[config.mk]
export PLATFORM = sky130hd
export DESIGN_NAME = multicycle_control
export DESIGN_NICKNAME = d
export VERILOG_FILES = /design/src/rtl/control_pkg.sv /design/src/rtl/instr_decoder.sv /design/src/rtl/multicycle_control.sv
export SDC_FILE = /design/constraint.sdc
export NUM_CORES = 1
export LEC_CHECK = 0
export ABC_AREA = 1
export ABC_CLOCK_PERIOD_IN_PS = 3800
export CAP_MARGIN = 20
export CORE_ASPECT_RATIO = 1.25
export CORE_MARGIN = 1.5
export CORE_UTILIZATION = 40
export DETAILED_ROUTE_END_ITERATION = 12
export GPL_TIMING_DRIVEN = 0
export PLACE_DENSITY = 0.85
export RECOVER_POWER = 50
export SYNTH_ARGS = -nofsm -noshare
export SYNTH_HDL_FRONTEND = slang
export SYNTH_SLANG_ARGS = --single-unit
[constraint.sdc]
create_clock -name clk -period 3.8 [get_ports clk]
set_clock_uncertainty 0.05 [all_clocks]
set_input_delay 0.57 -clock clk [delete_from_list [all_inputs] [get_ports clk]]
set_output_delay 0.57 -clock clk [all_outputs]
set_load 0.005 [all_outputs]
[src/rtl/control_pkg.sv]
// Shared encodings for the multi-cycle control unit: FSM states, instruction
// classes, RV32 opcode/funct fields and the datapath control codes.
package control_pkg;

    typedef enum logic [3:0] {
        ST_FETCH,
        ST_DECODE,
        ST_EXEC_R,
        ST_EXEC_I,
        ST_WB_ALU,
        ST_MEM_ADDR,
        ST_MEM_RD,
        ST_MEM_WR,
        ST_WB_MEM,
        ST_BRANCH,
        ST_JUMP,
        ST_WB_IMM,
        ST_TRAP
    } state_t;

    typedef enum logic [2:0] {
        CL_R,
        CL_I,
        CL_LOAD,
        CL_STORE,
        CL_BRANCH,
        CL_JAL,
        CL_LUI,
        CL_BAD
    } iclass_t;

    localparam logic [6:0] OP_R      = 7'b0110011;
    localparam logic [6:0] OP_I      = 7'b0010011;
    localparam logic [6:0] OP_LOAD   = 7'b0000011;
    localparam logic [6:0] OP_STORE  = 7'b0100011;
    localparam logic [6:0] OP_BRANCH = 7'b1100011;
    localparam logic [6:0] OP_JAL    = 7'b1101111;
    localparam logic [6:0] OP_LUI    = 7'b0110111;

    localparam logic [2:0] F3_ADD = 3'b000;
    localparam logic [2:0] F3_SLT = 3'b010;
    localparam logic [2:0] F3_XOR = 3'b100;
    localparam logic [2:0] F3_OR  = 3'b110;
    localparam logic [2:0] F3_AND = 3'b111;
    localparam logic [2:0] F3_LW  = 3'b010;
    localparam logic [2:0] F3_SW  = 3'b010;
    localparam logic [2:0] F3_BEQ = 3'b000;
    localparam logic [2:0] F3_BNE = 3'b001;

    localparam logic [6:0] F7_BASE = 7'b0000000;
    localparam logic [6:0] F7_ALT  = 7'b0100000;

    localparam logic [2:0] ALU_ADD = 3'b000;
    localparam logic [2:0] ALU_SUB = 3'b001;
    localparam logic [2:0] ALU_AND = 3'b010;
    localparam logic [2:0] ALU_OR  = 3'b011;
    localparam logic [2:0] ALU_XOR = 3'b100;
    localparam logic [2:0] ALU_SLT = 3'b101;

    localparam logic [2:0] IMM_I = 3'b000;
    localparam logic [2:0] IMM_S = 3'b001;
    localparam logic [2:0] IMM_B = 3'b010;
    localparam logic [2:0] IMM_J = 3'b011;
    localparam logic [2:0] IMM_U = 3'b100;

    localparam logic [1:0] RES_ALU = 2'b00;
    localparam logic [1:0] RES_MEM = 2'b01;
    localparam logic [1:0] RES_PC4 = 2'b10;
    localparam logic [1:0] RES_IMM = 2'b11;

    // Returns {supported, alu_op} for the fn3 values shared by R and I ALU ops.
    function automatic logic [3:0] alu_from_fn3(input logic [2:0] fn3);
        case (fn3)
            F3_ADD:  return {1'b1, ALU_ADD};
            F3_SLT:  return {1'b1, ALU_SLT};
            F3_XOR:  return {1'b1, ALU_XOR};
            F3_OR:   return {1'b1, ALU_OR};
            F3_AND:  return {1'b1, ALU_AND};
            default: return {1'b0, ALU_ADD};
        endcase
    endfunction

endpackage

[src/rtl/instr_decoder.sv]
// Combinational classifier: maps the instruction register to an instruction
// class, the ALU operation for ALU classes, and a legality flag.
module instr_decoder
    import control_pkg::*;
#(
    parameter int unsigned ADDRESS_WIDTH = 32
) (
    input  logic [ADDRESS_WIDTH-1:0] i_instr,
    output iclass_t                  o_class,
    output logic [2:0]               o_alu_op,
    output logic                     o_legal,
    output logic                     o_is_bne
);

    logic [6:0] w_opc;
    logic [2:0] w_fn3;
    logic [6:0] w_fn7;
    logic [3:0] w_fn_alu;
    logic       w_unused_fields;

    assign w_opc    = i_instr[6:0];
    assign w_fn3    = i_instr[14:12];
    assign w_fn7    = i_instr[31:25];
    assign w_fn_alu = alu_from_fn3(w_fn3);

    // Register specifiers are irrelevant to control.
    assign w_unused_fields = ^{i_instr[24:15], i_instr[11:7]};

    always_comb begin
        o_class  = CL_BAD;
        o_alu_op = ALU_ADD;
        case (w_opc)
            OP_R: begin
                if (w_fn7 == F7_BASE && w_fn_alu[3]) begin
                    o_class  = CL_R;
                    o_alu_op = w_fn_alu[2:0];
                end else if (w_fn7 == F7_ALT && w_fn3 == F3_ADD) begin
                    o_class  = CL_R;
                    o_alu_op = ALU_SUB;
                end
            end
            OP_I: begin
                if (w_fn_alu[3]) begin
                    o_class  = CL_I;
                    o_alu_op = w_fn_alu[2:0];
                end
            end
            OP_LOAD:   if (w_fn3 == F3_LW) o_class = CL_LOAD;
            OP_STORE:  if (w_fn3 == F3_SW) o_class = CL_STORE;
            OP_BRANCH: if (w_fn3 == F3_BEQ || w_fn3 == F3_BNE) o_class = CL_BRANCH;
            OP_JAL:    o_class = CL_JAL;
            OP_LUI:    o_class = CL_LUI;
            default:   o_class = CL_BAD;
        endcase
    end

    assign o_legal  = (o_class != CL_BAD);
    assign o_is_bne = (w_fn3 == F3_BNE);

endmodule

[src/rtl/multicycle_control.sv]
// Multi-cycle RV32 subset control FSM: steps each instruction through
// fetch/decode/execute/memory/writeback and drives the datapath enables.
module multicycle_control
    import control_pkg::*;
#(
    parameter int unsigned ADDRESS_WIDTH  = 32,
    parameter int unsigned ALU_CTRL_WIDTH = 3,
    parameter int unsigned IMM_SRC_WIDTH  = 3
) (
    input  logic                      clk,
    input  logic                      rst,
    input  logic [ADDRESS_WIDTH-1:0]  instr,
    input  logic                      EQ,
    input  logic                      mem_ready,
    output logic                      IRWrite,
    output logic                      PCWrite,
    output logic                      PCsrc,
    output logic                      RegWrite,
    output logic                      MemRead,
    output logic                      MemWrite,
    output logic [ALU_CTRL_WIDTH-1:0] ALUctrl,
    output logic                      ALUsrc,
    output logic [IMM_SRC_WIDTH-1:0]  ImmSrc,
    output logic [1:0]                ResultSrc,
    output logic                      illegal
);

    state_t     r_state;
    state_t     w_next;
    iclass_t    w_class;
    logic [2:0] w_alu_op;
    logic       w_legal;
    logic       w_is_bne;
    logic [2:0] w_alu;
    logic [2:0] w_imm;
    logic       w_taken;

    instr_decoder #(
        .ADDRESS_WIDTH (ADDRESS_WIDTH)
    ) u_dec (
        .i_instr  (instr),
        .o_class  (w_class),
        .o_alu_op (w_alu_op),
        .o_legal  (w_legal),
        .o_is_bne (w_is_bne)
    );

    // EQ is asserted when the operands differ.
    assign w_taken = w_is_bne ? EQ : ~EQ;

    always_ff @(posedge clk) begin
        if (rst) r_state <= ST_FETCH;
        else     r_state <= w_next;
    end

    always_comb begin
        w_next    = r_state;
        IRWrite   = 1'b0;
        PCWrite   = 1'b0;
        PCsrc     = 1'b0;
        RegWrite  = 1'b0;
        MemRead   = 1'b0;
        MemWrite  = 1'b0;
        ALUsrc    = 1'b0;
        ResultSrc = RES_ALU;
        illegal   = 1'b0;
        w_alu     = ALU_ADD;
        w_imm     = IMM_I;
        case (r_state)
            ST_FETCH: begin
                IRWrite = 1'b1;
                PCWrite = 1'b1;
                w_next  = ST_DECODE;
            end
            ST_DECODE: begin
                if (!w_legal) begin
                    w_next = ST_TRAP;
                end else begin
                    case (w_class)
                        CL_R:      w_next = ST_EXEC_R;
                        CL_I:      w_next = ST_EXEC_I;
                        CL_LOAD:   w_next = ST_MEM_ADDR;
                        CL_STORE:  begin w_next = ST_MEM_ADDR; w_imm = IMM_S; end
                        CL_BRANCH: begin w_next = ST_BRANCH;   w_imm = IMM_B; end
                        CL_JAL:    begin w_next = ST_JUMP;     w_imm = IMM_J; end
                        CL_LUI:    begin w_next = ST_WB_IMM;   w_imm = IMM_U; end
                        default:   w_next = ST_TRAP;
                    endcase
                end
            end
            ST_EXEC_R: begin
                w_alu  = w_alu_op;
                w_next = ST_WB_ALU;
            end
            ST_EXEC_I: begin
                ALUsrc = 1'b1;
                w_alu  = w_alu_op;
                w_next = ST_WB_ALU;
            end
            ST_WB_ALU: begin
                RegWrite = 1'b1;
                w_next   = ST_FETCH;
            end
            ST_MEM_ADDR: begin
                ALUsrc = 1'b1;
                if (w_class == CL_STORE) begin
                    w_imm  = IMM_S;
                    w_next = ST_MEM_WR;
                end else begin
                    w_next = ST_MEM_RD;
                end
            end
            ST_MEM_RD: begin
                MemRead = 1'b1;
                if (mem_ready) w_next = ST_WB_MEM;
            end
            ST_MEM_WR: begin
                MemWrite = 1'b1;
                if (mem_ready) w_next = ST_FETCH;
            end
            ST_WB_MEM: begin
                RegWrite  = 1'b1;
                ResultSrc = RES_MEM;
                w_next    = ST_FETCH;
            end
            ST_BRANCH: begin
                w_alu   = ALU_SUB;
                w_imm   = IMM_B;
                PCWrite = w_taken;
                PCsrc   = w_taken;
                w_next  = ST_FETCH;
            end
            ST_JUMP: begin
                RegWrite  = 1'b1;
                ResultSrc = RES_PC4;
                w_imm     = IMM_J;
                PCWrite   = 1'b1;
                PCsrc     = 1'b1;
                w_next    = ST_FETCH;
            end
            ST_WB_IMM: begin
                RegWrite  = 1'b1;
                ResultSrc = RES_IMM;
                w_imm     = IMM_U;
                w_next    = ST_FETCH;
            end
            ST_TRAP: begin
                illegal = 1'b1;
            end
            default: w_next = ST_FETCH;
        endcase

        // Reset overrides the Moore decode so in-flight requests drop immediately.
        if (rst) begin
            IRWrite   = 1'b0;
            PCWrite   = 1'b0;
            PCsrc     = 1'b0;
            RegWrite  = 1'b0;
            MemRead   = 1'b0;
            MemWrite  = 1'b0;
            ALUsrc    = 1'b0;
            ResultSrc = RES_ALU;
            illegal   = 1'b0;
            w_alu     = ALU_ADD;
            w_imm     = IMM_I;
        end
    end

    assign ALUctrl = ALU_CTRL_WIDTH'(w_alu);
    assign ImmSrc  = IMM_SRC_WIDTH'(w_imm);

endmodule

==> impl_metrics.yaml <==
timing:
  fin_crit_sh: 0.8973
  max-slew-margin-rel: 0.6256
  fmax_ghz: 0.2933
  fin_crit_ps: 3410
  rsz0062_at_grt: "no"
  whs_ps: 550.6
  fin_tns_setup_ps: 0
  worst_pin_slew_ps: 547.5
  slew_viol_final: 0
  setup_viol: 0
  hold_violations: 0
cells_and_area:
  syn2layout_area_growth_pct: 45.14
  regMostFlops: "r_state"
  final_core_util: 0.6272
  final_nets: 264
  instances_no_fill: 246
  drive_above_1_share: 0.03540
  largest_register_ffs: 4
  final_common_cell: "nand2_1"
  mostFrequentLayoutCells: "53 x nand2_1, 37 x inv_1, 37 x nor2_1, 29 x clkdlybuf4s50_1, 21 x nand3_1"
  reg_top3: "r_state: 4 flops"
  nFillCells: 183
  antenna_cells: 0
worst_setup_path:
  arrival_ps: 2790
  worst_r2r_path_depth: 6
  cp.required_ps: 3180
  cp_num_buf_inv: 3
  crit_family: "buffers and inverters"
  cp_common_cell: "nand2_1"
  critPathMaxStageDelay_ps: 500
  cp_slowest_cell: "clkdlybuf4s50_1"
  regToRegSetupSlack_ps: 2180
  r2r_start: "r_state[0]"
  crit_path_max_fanout: 5
  endpoint_kind: "output port"
  cp-start-kind: "primary input"
  crit_chain: "clkdlybuf4s50_1, inv_1, nand2_2, nor2_2, nand2_1, nand3_1, nand2_1, nor2_1, nand3b_1, nand2_1, a21oi_1, nor2_1, clkdlybuf4s50_1"
  worstReg2RegEnd: "r_state[3]"
  crit_type: "in2out"
routing:
  postRouteAntennaNets: 0
  viasPerCell: 4.943
  wl_met2_um: 1175
  wl_um: 2353
  firstDrtPassIters: 4
  wl_met3_um: 61
  routedWlPerCell_um: 9.565
  drt_iter0_markers: 16
  drcViolationCount: 0
  routed.top_layer: "met4"
  via_count: 1216
  drt-met1-wl_um: 1072
cts:
  post_cts_resized: 0
  htree_levels: 1
  cts_tree: "done"
  cts_hold_buf: 0
  cts_root_buf: "clkbuf_4"
  cts_setup_buffers: 0
  clk_pin_slew_ps: 40
  clkLatencyLatePin_ps: 240
  cts_made_buffers: 3
  cts_buffer_depth: 2
  cts_sinks: 4
global_routing:
  grt_start_max_net_pins: 11
  grt_pass1_wl_um: 4098
  grt_pass1_vias: 1108
  antenna_found_initial: 0
  overflow: 0
  grtUsageTotal: 0.2045
synthesis:
  synth-seq-area-share: 0.09143
  syn_nets: 224
  synth-xor-area-share: 0
  synth.distinct_cells: 20
  synth_simple_gate_area_frac: 0.6329
  synth_top_family_by_area: "simple AND/OR/NAND/NOR gates"
  synth_adder_area_share: 0
  synth_mux_area_frac: 0
  syn_area_per_cell_um2: 4.659
  synth-compound-area-share: 0.1043
  ys_warn_count: 0
  synth_cells: 188
  ys_ff_latch: 4
  syn-cell-area_um2: 875.8
floorplanning:
  die-area_um2: 2481
  top_level_ports: 52
  std_cell_rows: 18
  chipWidth_um: 44.86
  die_y_um: 55.32
  start_util: 0.4321
  core_region_area_um2: 2027
power_and_ir_drop:
  combPwrFrac: 0.628
  clkPwrFrac: 0.164
  p_leak_nw: 0.6873
  p_total_uw: 329.1
  irDropWorstVdd_v: 0.0001796
  switchingPower_uw: 151.1
  seqPwrFrac: 0.207
  p_per_area_nw_per_um2: 258.9
  p_int_uw: 178.0
  switching_share: 0.4592
placement:
  gp_congestion: 0.9094
  numPortBuffers: 35
  placedCellCount: 243
  hpwl_um: 1988
run_status:
  status: "complete, no violations"
min_path:
  worstHoldStart: "r_state[3]"
  min_path_type: "reg2reg"
  worstHoldPathCells: 2
  holdPathEnd: "r_state[3]"
run:
  maxCapViolCount: 0
## layout make-up
class                   count  area, um2  share of cell area
well taps                  20      25.02             0.01969
repair buffers             35      350.3              0.2756
inverters                  38      142.6              0.1122
multi-input cells         144      643.1              0.5059
plain buffers               2      7.507            0.005906
clock buffers               3      22.52             0.01772
flip-flops and latches      4      80.08             0.06299
## Yosys cell counts
| cell | number | share of area |
|---|---|---|
| inv_2 | 2 | 0.0086 |
| nor2_4 | 1 | 0.013 |
| nand2_1 | 53 | 0.23 |
| nor3_1 | 5 | 0.029 |
| nand4_1 | 2 | 0.014 |
| nor2_1 | 36 | 0.15 |
| nor2_2 | 2 | 0.014 |
| a31oi_1 | 1 | 0.0071 |
| and2_1 | 3 | 0.021 |
| nand3_1 | 21 | 0.12 |
| a2111oi_0 | 1 | 0.010 |
| clkbuf_1 | 2 | 0.0086 |
| nand2_2 | 2 | 0.014 |
| nand3b_1 | 3 | 0.026 |
| o211ai_1 | 1 | 0.0086 |
| o2111ai_1 | 1 | 0.010 |
| dfxtp_1 | 4 | 0.091 |
| inv_1 | 36 | 0.15 |
| o21ai_0 | 5 | 0.029 |
| a21oi_1 | 7 | 0.040 |
## worst reg2reg max path: cells and delay by family, from the launching register on
family / cells / cell delay, ps
flops: 1 / 380
buf+inv: 1 / 60
compound gates: 2 / 580
simple gates: 3 / 470
## worst max-delay path by stage
stage	startpoint	to	slack [ps]	depth (start not counted)
after CTS	instr[4]	ImmSrc[0]	470	11
after global placement	instr[6]	ImmSrc[0]	500	15
after detailed placement	instr[4]	ImmSrc[0]	470	11
after floorplan	instr[1]	ImmSrc[0]	1560	10
final	instr[6]	ImmSrc[0]	390	13
after global routing	instr[6]	ImmSrc[0]	110	13
## metrics by stage
step / setup slack (ps) / area (um2)
finish: 390.1 / 1271
floorplan: 1555 / 875.8
detailed placement: 467.6 / 1251
CTS: 467.9 / 1274
global route: 112.8 / 1271
global placement: 500.5 / 1251
## routing by layer
layer / global-route usage / vias up
li1: - / 662
met3: 0.009804 / 6
met5: 0 / -
met2: 0.3789 / 32
met1: 0.2366 / 516
met4: 0.06723 / 0
## power by group through the flow
stage / Clock, mW / Sequential (mW) / Combinational (mW)
6_report: 0.0541 / 0.0682 / 0.207
3_3_place_gp: 0 / 0.0678 / 0.207
3_5_place_dp: 0 / 0.0678 / 0.208
4_1_cts: 0.0537 / 0.0676 / 0.209
5_1_grt: 0.0558 / 0.0691 / 0.236
2_1_floorplan: 0 / 0.0649 / 0.127
## kinds of logic after synthesis
logic type             Yosys count
buffers and inverters           40
AO/OA/AOI/OAI                   16
flip-flops                       4
AND/OR/NAND/NOR                128
(Power assumes the default switching activity.)
